==> src/rtl/instruction_decoder.sv <==
// Decode stage: pops variable-length instructions from a show-ahead command FIFO,
// assembles fixed-format entries and queues them in a 2-deep buffer for the engines.
module instruction_decoder #(
    parameter int COORD_W = 10,
    parameter int DATA_W  = 32
) (
    input  logic               clk,
    input  logic               rst,
    input  logic               decode_en,
    input  logic               fifo_empty,
    input  logic [DATA_W-1:0]  fifo_rdata,
    output logic               fifo_rd,
    input  logic               draw_take,
    output logic               cmd_valid,
    output logic [2:0]         cmd_op,
    output logic [23:0]        cmd_color,
    output logic [COORD_W-1:0] cmd_x0,
    output logic [COORD_W-1:0] cmd_y0,
    output logic [COORD_W-1:0] cmd_x1,
    output logic [COORD_W-1:0] cmd_y1,
    output logic [COORD_W-1:0] cmd_x2,
    output logic [COORD_W-1:0] cmd_y2,
    output logic               decode_fin,
    output logic               decode_full,
    output logic               inst_type,
    output logic               decode_err
);

    typedef enum logic [1:0] {
        S_IDLE  = 2'd0,
        S_ARGS  = 2'd1,
        S_WRITE = 2'd2
    } state_t;

    typedef struct packed {
        logic [2:0]         op;
        logic [23:0]        color;
        logic [COORD_W-1:0] x0;
        logic [COORD_W-1:0] y0;
        logic [COORD_W-1:0] x1;
        logic [COORD_W-1:0] y1;
        logic [COORD_W-1:0] x2;
        logic [COORD_W-1:0] y2;
    } entry_t;

    function automatic logic [COORD_W-1:0] trunc_coord(input logic [15:0] field);
        return COORD_W'(field);
    endfunction

    function automatic logic [1:0] arg_count(input logic [2:0] op);
        case (op)
            3'd1, 3'd2: return 2'd2;
            3'd3:       return 2'd3;
            default:    return 2'd0;
        endcase
    endfunction

    state_t             state, state_n;
    logic [1:0]         arg_idx;
    logic [1:0]         count;
    entry_t             buf0, buf1, new_ent;

    logic [2:0]         op_p0;
    logic [23:0]        color_p0;
    logic [COORD_W-1:0] x0_p0, y0_p0, x1_p0, y1_p0, x2_p0, y2_p0;

    logic [3:0]         hdr_op;
    logic               hdr_legal;
    logic               hdr_alpha;
    logic               pop_ok;
    logic               pop_hdr;
    logic               pop_arg;
    logic               last_arg;
    logic               wr;
    logic               take;

    assign hdr_op    = fifo_rdata[31:28];
    assign hdr_legal = (hdr_op >= 4'd1) && (hdr_op <= 4'd4);
    assign hdr_alpha = (hdr_op == 4'd4);
    assign pop_ok    = decode_en && !fifo_empty && !rst;
    assign last_arg  = (arg_idx == (arg_count(op_p0) - 2'd1));

    always_comb begin
        state_n = state;
        fifo_rd = 1'b0;
        case (state)
            S_IDLE: begin
                if (pop_ok && (count < 2'd2)) begin
                    fifo_rd = 1'b1;
                    if (hdr_legal) begin
                        state_n = hdr_alpha ? S_WRITE : S_ARGS;
                    end
                end
            end
            S_ARGS: begin
                if (pop_ok) begin
                    fifo_rd = 1'b1;
                    if (last_arg) begin
                        state_n = S_WRITE;
                    end
                end
            end
            S_WRITE: state_n = S_IDLE;
            default: state_n = S_IDLE;
        endcase
    end

    assign pop_hdr = fifo_rd && (state == S_IDLE);
    assign pop_arg = fifo_rd && (state == S_ARGS);

    always_ff @(posedge clk) begin
        if (rst) begin
            state      <= S_IDLE;
            arg_idx    <= 2'd0;
            decode_err <= 1'b0;
        end else begin
            state      <= state_n;
            decode_err <= pop_hdr && !hdr_legal;
            if (pop_hdr) begin
                arg_idx <= 2'd0;
            end else if (pop_arg) begin
                arg_idx <= arg_idx + 2'd1;
            end
        end
    end

    // Stage p0: instruction assembly (header fields, then one coordinate pair per argument)
    always_ff @(posedge clk) begin
        if (pop_hdr && hdr_legal) begin
            op_p0    <= hdr_op[2:0];
            color_p0 <= hdr_alpha ? {16'h0000, fifo_rdata[7:0]} : fifo_rdata[23:0];
            x0_p0    <= '0;
            y0_p0    <= '0;
            x1_p0    <= '0;
            y1_p0    <= '0;
            x2_p0    <= '0;
            y2_p0    <= '0;
        end else if (pop_arg) begin
            case (arg_idx)
                2'd0: begin
                    x0_p0 <= trunc_coord(fifo_rdata[31:16]);
                    y0_p0 <= trunc_coord(fifo_rdata[15:0]);
                end
                2'd1: begin
                    x1_p0 <= trunc_coord(fifo_rdata[31:16]);
                    y1_p0 <= trunc_coord(fifo_rdata[15:0]);
                end
                default: begin
                    x2_p0 <= trunc_coord(fifo_rdata[31:16]);
                    y2_p0 <= trunc_coord(fifo_rdata[15:0]);
                end
            endcase
        end
    end

    always_comb begin
        new_ent       = '0;
        new_ent.op    = op_p0;
        new_ent.color = color_p0;
        new_ent.x0    = x0_p0;
        new_ent.y0    = y0_p0;
        new_ent.x1    = x1_p0;
        new_ent.y1    = y1_p0;
        new_ent.x2    = x2_p0;
        new_ent.y2    = y2_p0;
    end

    assign wr   = (state == S_WRITE);
    assign take = draw_take && (count != 2'd0);

    // Output buffer stage: buf0 is the head; vacated slots are zeroed so an empty buffer reads 0.
    // A write only ever happens with count<=1, so write+take implies count==1 and buf1 is empty.
    always_ff @(posedge clk) begin
        if (rst) begin
            count <= 2'd0;
            buf0  <= '0;
            buf1  <= '0;
        end else if (wr && take) begin
            buf0 <= new_ent;
        end else if (wr) begin
            if (count == 2'd0) begin
                buf0 <= new_ent;
            end else begin
                buf1 <= new_ent;
            end
            count <= count + 2'd1;
        end else if (take) begin
            buf0  <= buf1;
            buf1  <= '0;
            count <= count - 2'd1;
        end
    end

    assign cmd_valid   = (count != 2'd0);
    assign cmd_op      = buf0.op;
    assign cmd_color   = buf0.color;
    assign cmd_x0      = buf0.x0;
    assign cmd_y0      = buf0.y0;
    assign cmd_x1      = buf0.x1;
    assign cmd_y1      = buf0.y1;
    assign cmd_x2      = buf0.x2;
    assign cmd_y2      = buf0.y2;
    assign decode_fin  = wr;
    assign decode_full = (count == 2'd2);
    assign inst_type   = cmd_valid && (buf0.op == 3'd4);

endmodule

==> config.mk <==
export PLATFORM = sky130hd
export DESIGN_NAME = instruction_decoder
export DESIGN_NICKNAME = d
export VERILOG_FILES = /design/src/rtl/instruction_decoder.sv
export SDC_FILE = /design/constraint.sdc
export NUM_CORES = 1
export LEC_CHECK = 0
export ABC_CLOCK_PERIOD_IN_PS = 2600
export CORE_MARGIN = 1
export CORE_UTILIZATION = 55
export DETAILED_ROUTE_END_ITERATION = 16
export GPL_ROUTABILITY_DRIVEN = 0
export PLACE_DENSITY = 0.79
export SYNTH_ARGS = -nofsm -noshare
export SYNTH_HDL_FRONTEND = slang
export SYNTH_SLANG_ARGS = --single-unit
==> constraint.sdc <==
create_clock -name clk -period 2.6 [get_ports clk]
set_input_delay 0.52 -clock clk [delete_from_list [all_inputs] [get_ports clk]]
set_output_delay 0.52 -clock clk [all_outputs]
set_load 0.02 [all_outputs]
==> flow_summary_export.csv, run 1 <==
group,metric,value,unit
worst_setup_path,required,2.08,ns
synth,synthesis.nets,1218,
cts,htreeDepth,1,
cts,cts_made_buffers,27,
sta,hold_viol,0,
grt,antenna_found_initial,0,
cts,clk_path_buf_depth,3,
grt,grt_pass1_wl,41770,microns
detailed_routing,drtPass1Iterations,5,
final_layout,antennaDiodeCount,0,
grt,grt.overflow.total,0,
floorplan,num_rows,49,
worst_setup_path,crit_family,"buffers and inverters",
worst_setup_path,worstSetupStartpointType,"flip-flop",
worst_setup_path,cp_cell_sequence,"nor2_1 -> inv_1 -> clkdlybuf4s50_1",
detailed_routing,vias,8632,
final_layout,post-route-util,69.89,%
cts,cts_tree,"built",
synth,seq_area_frac_synth,54.25,%
sta,rsz0062_at_grt,"false",
floorplan,ios,130,
grt,grt_pass1_vias,7953,
run,cap_violations,0,
worst_setup_path,worst-path-max-fanout,8,
worst_hold_path,hold_class,"in -> reg",
status,status,"finished clean",
worst_setup_path,r2r_slack,0.44,ns
worst_setup_path,critPathSlowestCell,"clkdlybuf4s50_1",
final_layout,num-fill-cells,1387,
final_layout,multiInputGateArea,4287,sq um
sta,fin_setup_tns,0,ns
place,hpwl,15090,microns
synth,synth_area,10390,sq um
power_and_ir_drop,peakVddDrop,0.6515,mV
sta,slew_headroom,30.26,%
cts,post_cts_buffers,0,
floorplan,core,18210,sq um
synth,ys_warn_count,0,
synth,ys_types,37,
detailed_routing,via_per_inst,5.739,
sta,setup_viol,0,
worst_setup_path,max_stage_delay,0.54,ns
detailed_routing,drt-total-wl,26280,microns
grt,grt_start_max_net_pins,178,
floorplan,dieWidth,139.4,microns
cts,clock-sinks,268,
place,dp_cells,1455,
detailed_routing,wl_per_cell,17.47,microns
place,placed_area,11790,sq um
power_and_ir_drop,power.leakage,4.602,nW
final_layout,fin_nets,1296,
place,portBuffers,127,
synth,netlist_top_cells_area,"dfxtp_1 46%, nand2_1 9.6%, edfxtp_1 7.8%",
synth,ys_ff_latch,268,
sta,worst_pin_slew,1.046,ns
sta,fin_skew,0.01847,ns
detailed_routing,drtAntennaViolNets,0,
sta,period_needed,2.403,ns
sta,fin_ws,0.1967,ns
power_and_ir_drop,power_density,964.0,nW/um^2
sta,clock.fmax,416.1,MHz
final_layout,drive_gt1_share,5.804,%
final_layout,synthToLayoutAreaGrowth,22.50,%
detailed_routing,drc,0,
final_layout,layout.area.seq,5635,sq um
worst_setup_path,path_buf_inv,2,
synth,avgSynthCellArea,8.826,sq um
final_layout,stdcell_count,1504,
cts,worstSkewPairLatency,0.53,ns
worst_setup_path,arrival,1.88,ns
cts,root_buffer,"clkbuf_16",
floorplan,start_util,57.05,%
worst_setup_path,crit_path_end_kind,"output port",
floorplan,dieArea,19440,sq um
grt,grt.total_usage,26.86,%
synth,synth_top_area_share,46.44,%
synth,yosysTopAreaCell,"dfxtp_1",
cts,cts.clk_slew.worst_paths,0.06,ns
cts,ctsHoldBuffers,0,
detailed_routing,drt_iter0_markers,693,
place,pre_cts_slack,0.01018,ns
sta,slew_violations,0,
sta,finalCritPeriodShare,92.43,%
synth,syn_inst,1177,
final_layout,post-route-cell-area,12730,sq um
worst_setup_path,path_class,"reg -> out",
floorplan,die_h,139.4,microns
## Yosys cell counts
master    number
o31ai_2        1
edfxtp_1      27
o22ai_1        1
inv_1          6
clkbuf_1      55
nor3b_1        1
nor2_4         1
ha_1           4
xnor2_1        4
nor4b_1        1
buf_1         10
nor2b_1       20
nor2_1       157
o211a_1        1
nor3b_2        1
inv_2          1
o211ai_1       1
nor4b_2        1
a41oi_1        1
or2_2          1
buf_6          6
nand2b_1       1
nand3_1       93
buf_4          4
a211o_1        1
mux2i_1       60
a311oi_1      87
buf_2         25
a21oi_1       91
o21bai_1       1
or4_1          1
dfxtp_1      241
o21ai_0        2
or3_1          1
a211oi_4       1
and3_1         1
nand2_1      266
## area by class of cell
type,instances,share of cell area (%)
clock inverters,4,0.5702
clock buffers,45,6.794
well taps,229,2.251
repair buffers,149,12.19
multi-input cells,802,33.68
inverters,7,0.2261
flip-flops and latches,268,44.28
## worst reg2reg max path: stages (launching register included)
cell and delay, ns:
dfxtp_1 0.44, nand2b_4 0.14, inv_4 0.11, buf_4 0.72
nand2_1 0.31, a311oi_1 0.33
## flip-flops by register name, indices dropped and copies added, names as in the netlist
| register | flops |
|---|---|
| y1_p0 | 10 |
| cmd_y0 | 10 |
| buf1 | 87 |
| arg_idx | 2 |
| y2_p0 | 10 |
| x0_p0 | 10 |
| state | 2 |
| color_p0 | 24 |
| count | 2 |
| decode_err | 1 |
| cmd_x2 | 10 |
| cmd_y2 | 10 |
| cmd_op | 3 |
| cmd_y1 | 10 |
| cmd_x0 | 10 |
| x2_p0 | 10 |
| cmd_color | 24 |
| cmd_x1 | 10 |
| x1_p0 | 10 |
| y0_p0 | 10 |
| op_p0 | 3 |
## repair_timing
action,4_1_cts,5_1_grt
hold endpoints to repair,0,0
setup endpoints to repair,1,1
pin swaps,0,0
resized for setup,1,1
## metal layers
metal / part of all wire (%) / track usage [%] / up-vias
met3: 7.2 / 4.336 / 50
met4: 3.0 / 9.825 / 0
met1: 43 / 34.88 / 4124
li1: - / - / 4196
met5: 0 / 0 / -
met2: 47 / 45.15 / 262
## cells by family (layout without fill, tap and decap cells)
logic type / after synthesis / in the layout / share of synthesized area, %
XOR/XNOR: 4 / 4 / 0.3372
adder cells (fa/ha/maj): 4 / 4 / 0.4818
buffers and inverters: 107 / 205 / 4.745
AND/OR/NAND/NOR: 546 / 546 / 21.81
flip-flops: 268 / 268 / 54.25
multiplexers: 60 / 60 / 5.781
AO/OA/AOI/OAI: 188 / 188 / 12.60
## report_power, final
group	internal [mW]	total (mW)	leakage, nW	switching (mW)
Combinational	1.34	3.15	1.95	1.82
Sequential	4.72	5.11	2.20	0.392
Clock	2.45	4.00	0.458	1.55
## metrics by stage
stage / hold slack, ns / total power, mW
finish: 0.2940 / 12.27
global route: 0.3027 / 12.79
global placement: 0.4415 / 8.264
CTS: 0.2914 / 12.32
floorplan: 0.4366 / 6.923
detailed placement: 0.4465 / 8.338
## worst paths after layout
check | start | end | depth (start not counted)
worst min register to register | buf1[32] | buf1[32] | 2
worst max register to register | state[1] | cmd_x2[5] | 5
worst max-delay path | count[1] | cmd_valid | 3
worst min-delay path | rst | state[0] | 3
## cells in the final DEF, fill, tap and decap left out, types with 2 or more instances in the layout
| cell type | netlist | layout |
|---|---|---|
| nand2_1 | 266 | 266 |
| dfxtp_1 | 241 | 241 |
| nor2_1 | 157 | 157 |
| clkdlybuf4s50_1 | 0 | 124 |
| nand3_1 | 93 | 93 |
| a21oi_1 | 91 | 91 |
| a311oi_1 | 87 | 87 |
| mux2i_1 | 60 | 60 |
| clkbuf_16 | 0 | 28 |
| edfxtp_1 | 27 | 27 |
| nor2b_1 | 20 | 20 |
| buf_4 | 4 | 13 |
| clkbuf_8 | 0 | 10 |
| buf_12 | 0 | 9 |
| clkbuf_1 | 55 | 7 |
| inv_1 | 6 | 6 |
| xnor2_1 | 4 | 4 |
| ha_1 | 4 | 4 |
| o21ai_0 | 2 | 2 |
| bufinv_16 | 0 | 2 |
No activity file was read; power rests on OpenSTA's default activity.
==> run 2, diff against run 1 <==
Settings changed: CORE_MARGIN 1 to unset, REMOVE_ABC_BUFFERS set to 1.
==> run 2 against run 1 <==
Register-to-register slack better by 0.08 ns. First-iteration DRC count down 35%. Core utilization down 0.50 points. Combinational power down 2%. Critical path depth unchanged. Non-clock buffer count unchanged. Highest routed layer unchanged. Worst setup slack worse by 0.072 ns. Clock skew down 0.012 ns. Cell count down 0.20%. Critical endpoint unchanged. Clock-buffer cell count down 4.
==> flow_summary_export.csv, run 2 (synthesis gave the netlist of run 1 again) <==
group,metric,value,unit
status,status,"finished clean",
sta,clock.fmax,404.1,MHz
place,hpwl,13060,microns
worst_setup_path,crit_path_end_kind,"output port",
sta,slew_violations,0,
sta,finalCritPeriodShare,95.18,%
power_and_ir_drop,combPwrFrac,26.3,%
detailed_routing,drc,0,
floorplan,dieArea,19440,sq um
power_and_ir_drop,switching_share,30.92,%
power_and_ir_drop,pwr-share-seq,43.2,%
floorplan,dieWidth,139.4,microns
detailed_routing,drt-total-wl,23330,microns
final_layout,fin_nets,1296,
grt,antenna_found_initial,0,
final_layout,final_cell_mix,"266 x nand2_1, 241 x dfxtp_1, 157 x nor2_1",
place,dp_cells,1455,
worst_hold_path,hold_start,"rst",
grt,grt.total_usage,23.69,%
cts,cts_tree,"built",
power_and_ir_drop,power.leakage,4.548,nW
place,portBuffers,127,
sta,holdWs,0.3202,ns
final_layout,stdcell_count,1501,
cts,cts.clk_slew.worst_paths,0.06,ns
detailed_routing,drt_iter0_markers,447,
floorplan,ios,130,
worst_setup_path,r2r_slack,0.52,ns
detailed_routing,drtPass1Iterations,5,
detailed_routing,vias,8322,
worst_setup_path,r2r-start,"count[1]",
cts,post_cts_buffers,0,
grt,grt_pass1_vias,7810,
power_and_ir_drop,power_density,932.9,nW/um^2
worst_setup_path,r2r_cells,7,
worst_hold_path,min_to,"state[0]",
worst_setup_path,arrival,1.95,ns
power_and_ir_drop,peakVddDrop,0.5697,mV
sta,worst_pin_slew,0.8118,ns
cts,cts_made_buffers,27,
power_and_ir_drop,p_int,8.142,mW
cts,clk_path_buf_depth,3,
detailed_routing,wl_per_cell,15.54,microns
final_layout,num-fill-cells,1428,
cts,root_buffer,"clkbuf_16",
worst_setup_path,worstSetupStartpointType,"flip-flop",
worst_setup_path,critPathLaunch,"count[1]",
detailed_routing,drtAntennaViolNets,0,
cts,htreeDepth,1,
final_layout,largest_register_ff_count,87,
sta,fin_skew,0.006772,ns
sta,setup_viol,0,
final_layout,drive_gt1_share,5.503,%
final_layout,synthToLayoutAreaGrowth,21.62,%
worst_hold_path,hold_class,"in -> reg",
cts,clock-sinks,268,
worst_hold_path,holdPathStages,3,
worst_setup_path,path_class,"reg -> out",
worst_setup_path,worst-path-max-fanout,8,
floorplan,die_h,139.4,microns
final_layout,antennaDiodeCount,0,
final_layout,layout.cells.most_common,"nand2_1",
floorplan,core,18210,sq um
power_and_ir_drop,p_clk_share,30.5,%
grt,grt_start_max_net_pins,178,
final_layout,largest-register,"buf1",
worst_setup_path,required,2.08,ns
sta,rsz0062_at_grt,"false",
power_and_ir_drop,p_switching,3.645,mW
cts,worstSkewPairLatency,0.52,ns
final_layout,post-route-cell-area,12630,sq um
floorplan,num_rows,49,
sta,hold_viol,0,
power_and_ir_drop,finalPower,11.79,mW
sta,slew_headroom,45.88,%
detailed_routing,via_per_inst,5.544,
place,placed_area,11830,sq um
grt,grt_pass1_wl,37830,microns
run,cap_violations,0,
worst_setup_path,r2r-end,"buf1[45]",
sta,period_needed,2.475,ns
grt,grt.overflow.total,0,
floorplan,start_util,57.05,%
sta,fin_setup_tns,0,ns
==> run 2: metal layers <==
| metal | routed length (microns) | global-route usage [%] | vias up |
|---|---|---|---|
| met1 | 10260 | 29.37 | 3895 |
| met2 | 11510 | 42.98 | 198 |
| met4 | 452 | 6.959 | 0 |
| met5 | 0 | 0 | - |
| met3 | 1103 | 2.891 | 39 |
| li1 | - | - | 4190 |
==> run 2: critical path: stages, from the launching register on <==
cell and delay, ns:
dfxtp_1 0.39, nor2_1 0.41, inv_1 0.08, clkdlybuf4s50_1 0.55
==> run 2: worst max path at each step <==
stage,endpoint,slack (ns)
after detailed placement,fifo_rd,0.09
after CTS,fifo_rd,0.09
after global routing,cmd_valid,0.02
after global placement,fifo_rd,0.1
final,cmd_valid,0.13
after floorplan,cmd_color[0],-5.54
==> run 2: metrics by stage <==
step / utilization (%) / setup slack [ns]
after floorplan: - / -5.539
after global placement: 64.94 / 0.09808
after detailed placement: 64.94 / 0.08802
after CTS: 69.37 / 0.09482
after global routing: 69.39 / 0.01742
final: 69.39 / 0.1252
==> run 2: power groups by stage <==
| stage | clock [mW] | combinational, mW | sequential [mW] |
|---|---|---|---|
| 6_report | 3.59 | 3.10 | 5.09 |
| 5_1_grt | 3.83 | 3.33 | 5.16 |
| 4_1_cts | 3.66 | 3.12 | 5.09 |
| 3_5_place_dp | 0 | 3.11 | 5.18 |
| 3_3_place_gp | 0 | 3.07 | 5.17 |
| 2_1_floorplan | 0 | 1.33 | 5.60 |
==> run 2: layout make-up <==
| cell class | count | area (sq um) | area share (%) |
|---|---|---|---|
| well taps | 229 | 286.5 | 2.268 |
| repair buffers | 149 | 1564 | 12.38 |
| multi-input cells | 802 | 4309 | 34.11 |
| clock inverters | 5 | 50.05 | 0.3961 |
| flip-flops and latches | 268 | 5635 | 44.60 |
| inverters | 7 | 31.28 | 0.2476 |
| clock buffers | 41 | 758.2 | 6.001 |
==> run 2: timing repair <==
item / CTS / global route
gates resized for setup: 1 / 1
hold buffers: 0 / 0
cloned: 0 / 0
endpoints found under the setup margin: 1 / 1
==> run 3, diff against run 2 <==
Settings changed: CORE_ASPECT_RATIO set to 1.75, CORE_UTILIZATION 55 to 57, CTS_BUF_LIST set to sky130_fd_sc_hd__clkbuf_8, PLACE_DENSITY 0.79 to 0.82, RECOVER_POWER set to 25.
==> run 3 against run 2 <==
Clock power down 11%. Global-route usage up 2.5 points. Fmax down 0.67%. Clock skew up 0.0064 ns. Core utilization up 0.59 points. Combinational power up 3%. Non-clock buffer count up 4. Sequential cell count unchanged. First-iteration DRC count up 11%. Worst setup slack worse by 0.017 ns. Critical path type is now in -> reg.
==> flow_summary_export.csv, run 3 (synthesis gave the netlist of run 1 again) <==
group,metric,value,unit
final_layout,post-route-util,69.98,%
final_layout,drive_gt1_share,6.708,%
grt,grt_pass1_vias,8339,
worst_hold_path,hold_start,"rst",
detailed_routing,wl_per_cell,16.17,microns
floorplan,dieWidth,104.1,microns
final_layout,num-fill-cells,1404,
worst_hold_path,min_to,"state[0]",
floorplan,core,17970,sq um
worst_setup_path,critPathLaunch,"fifo_rdata[29]",
final_layout,largest_register_ff_count,87,
sta,period_needed,2.491,ns
sta,setup_viol,0,
worst_setup_path,arrival,2.89,ns
final_layout,final_cell_mix,"266 x nand2_1, 240 x dfxtp_1, 157 x nor2_1",
final_layout,fin_nets,1310,
final_layout,synthToLayoutAreaGrowth,21.07,%
cts,clk_path_buf_depth,3,
floorplan,ios,130,
worst_setup_path,r2r_cells,5,
place,portBuffers,127,
floorplan,num_rows,65,
cts,htreeDepth,2,
sta,clock.fmax,401.4,MHz
floorplan,die_h,180.6,microns
worst_setup_path,r2r-start,"state[1]",
sta,finalCritPeriodShare,95.83,%
sta,rsz0062_at_grt,"false",
final_layout,largest-register,"buf1",
status,status,"finished clean",
sta,fin_setup_tns,0,ns
worst_hold_path,holdPathStages,3,
floorplan,dieArea,18790,sq um
place,hpwl,14370,microns
worst_setup_path,worst-path-max-fanout,18,
sta,slew_violations,0,
final_layout,layout.cells.most_common,"nand2_1",
power_and_ir_drop,power_density,913.5,nW/um^2
worst_setup_path,path_class,"in -> reg",
final_layout,antennaDiodeCount,0,
detailed_routing,drc,0,
sta,slew_headroom,14.75,%
worst_hold_path,hold_class,"in -> reg",
final_layout,multiInputGateArea,4284,sq um
worst_setup_path,r2r_slack,0.34,ns
grt,grt_pass1_wl,40280,microns
power_and_ir_drop,peakVddDrop,0.5138,mV
cts,cts_made_buffers,37,
worst_setup_path,required,3.00,ns
detailed_routing,drt_iter0_markers,495,
run,cap_violations,0,
worst_setup_path,r2r-end,"cmd_color[5]",
worst_setup_path,worstSetupStartpointType,"input pin",
cts,clock-sinks,268,
cts,worstSkewPairLatency,0.52,ns
floorplan,start_util,57.80,%
sta,worst_pin_slew,1.279,ns
detailed_routing,drt-total-wl,24760,microns
worst_setup_path,crit_path_end_kind,"flip-flop",
grt,grt_start_max_net_pins,130,
place,dp_cells,1464,
grt,grt.total_usage,26.18,%
cts,cts_tree,"built",
cts,cts.clk_slew.worst_paths,0.06,ns
sta,hold_viol,0,
power_and_ir_drop,power.leakage,4.597,nW
grt,antenna_found_initial,0,
final_layout,layout.area.seq,5637,sq um
detailed_routing,drtAntennaViolNets,0,
sta,holdWs,0.3750,ns
sta,fin_skew,0.01315,ns
cts,root_buffer,"clkbuf_8",
final_layout,stdcell_count,1531,
detailed_routing,vias,8703,
grt,grt.overflow.total,0,
detailed_routing,via_per_inst,5.685,
detailed_routing,drtPass1Iterations,5,
cts,post_cts_buffers,0,
power_and_ir_drop,finalPower,11.49,mW
[run 3: cell count changes in the layout (fill, tap and decap cells not counted), moves of 9 or more]
cell and change:
clkdlybuf4s50_1 -12, clkbuf_8 +46, inv_1 +15, dlygate4sd3_1 +12, clkbuf_16 -27, clkbuf_1 -9
[run 3: area by class of cell]
type                    count  area share [%]
clock buffers              49           5.362
clock inverters            18          0.5869
inverters                   7          0.2487
multi-input cells         802           34.06
flip-flops and latches    268           44.82
well taps                 234           2.328
repair buffers            153           12.59
[run 3: worst max-delay path by stage]
stage                     cells after the start            to  slack [ns]
final                                         5      state[0]        0.11
after CTS                                     5       fifo_rd        0.02
after global placement                        5       fifo_rd        0.05
after floorplan                               3  cmd_color[0]       -5.54
after global routing                          3     cmd_valid        0.06
after detailed placement                      5       fifo_rd        0.04
[run 3: metal layers]
metal	share of wire [%]	GRT usage, %
met1	40	30.38
met2	51	46.40
met3	3.9	3.074
met4	4.7	14.69
met5	0	0
[run 3: power breakdown]
part | switching (mW) | internal (mW)
registers | 0.382 | 4.72
logic | 1.81 | 1.37
clock network | 1.52 | 1.68
[run 3: repair_timing]
action,CTS,global route
setup endpoints to repair,1,1
hold buffers,0,0
cloned,0,0
resized for setup,2,1
[run 3: worst max-delay path: stages]
cell and delay (ns):
dlygate4sd3_1 0.58, nor4b_1 0.45, clkbuf_1 0.99, nand3_1 0.16, o211a_1 0.19
[run 3: per-stage QoR]
stage                     instance area [sq um]  setup slack [ns]
after detailed placement                  11890           0.03831
after floorplan                            9922            -5.539
after global placement                    11890           0.04653
after global routing                      12580           0.05921
final                                     12580            0.1085
after CTS                                 12630           0.02234
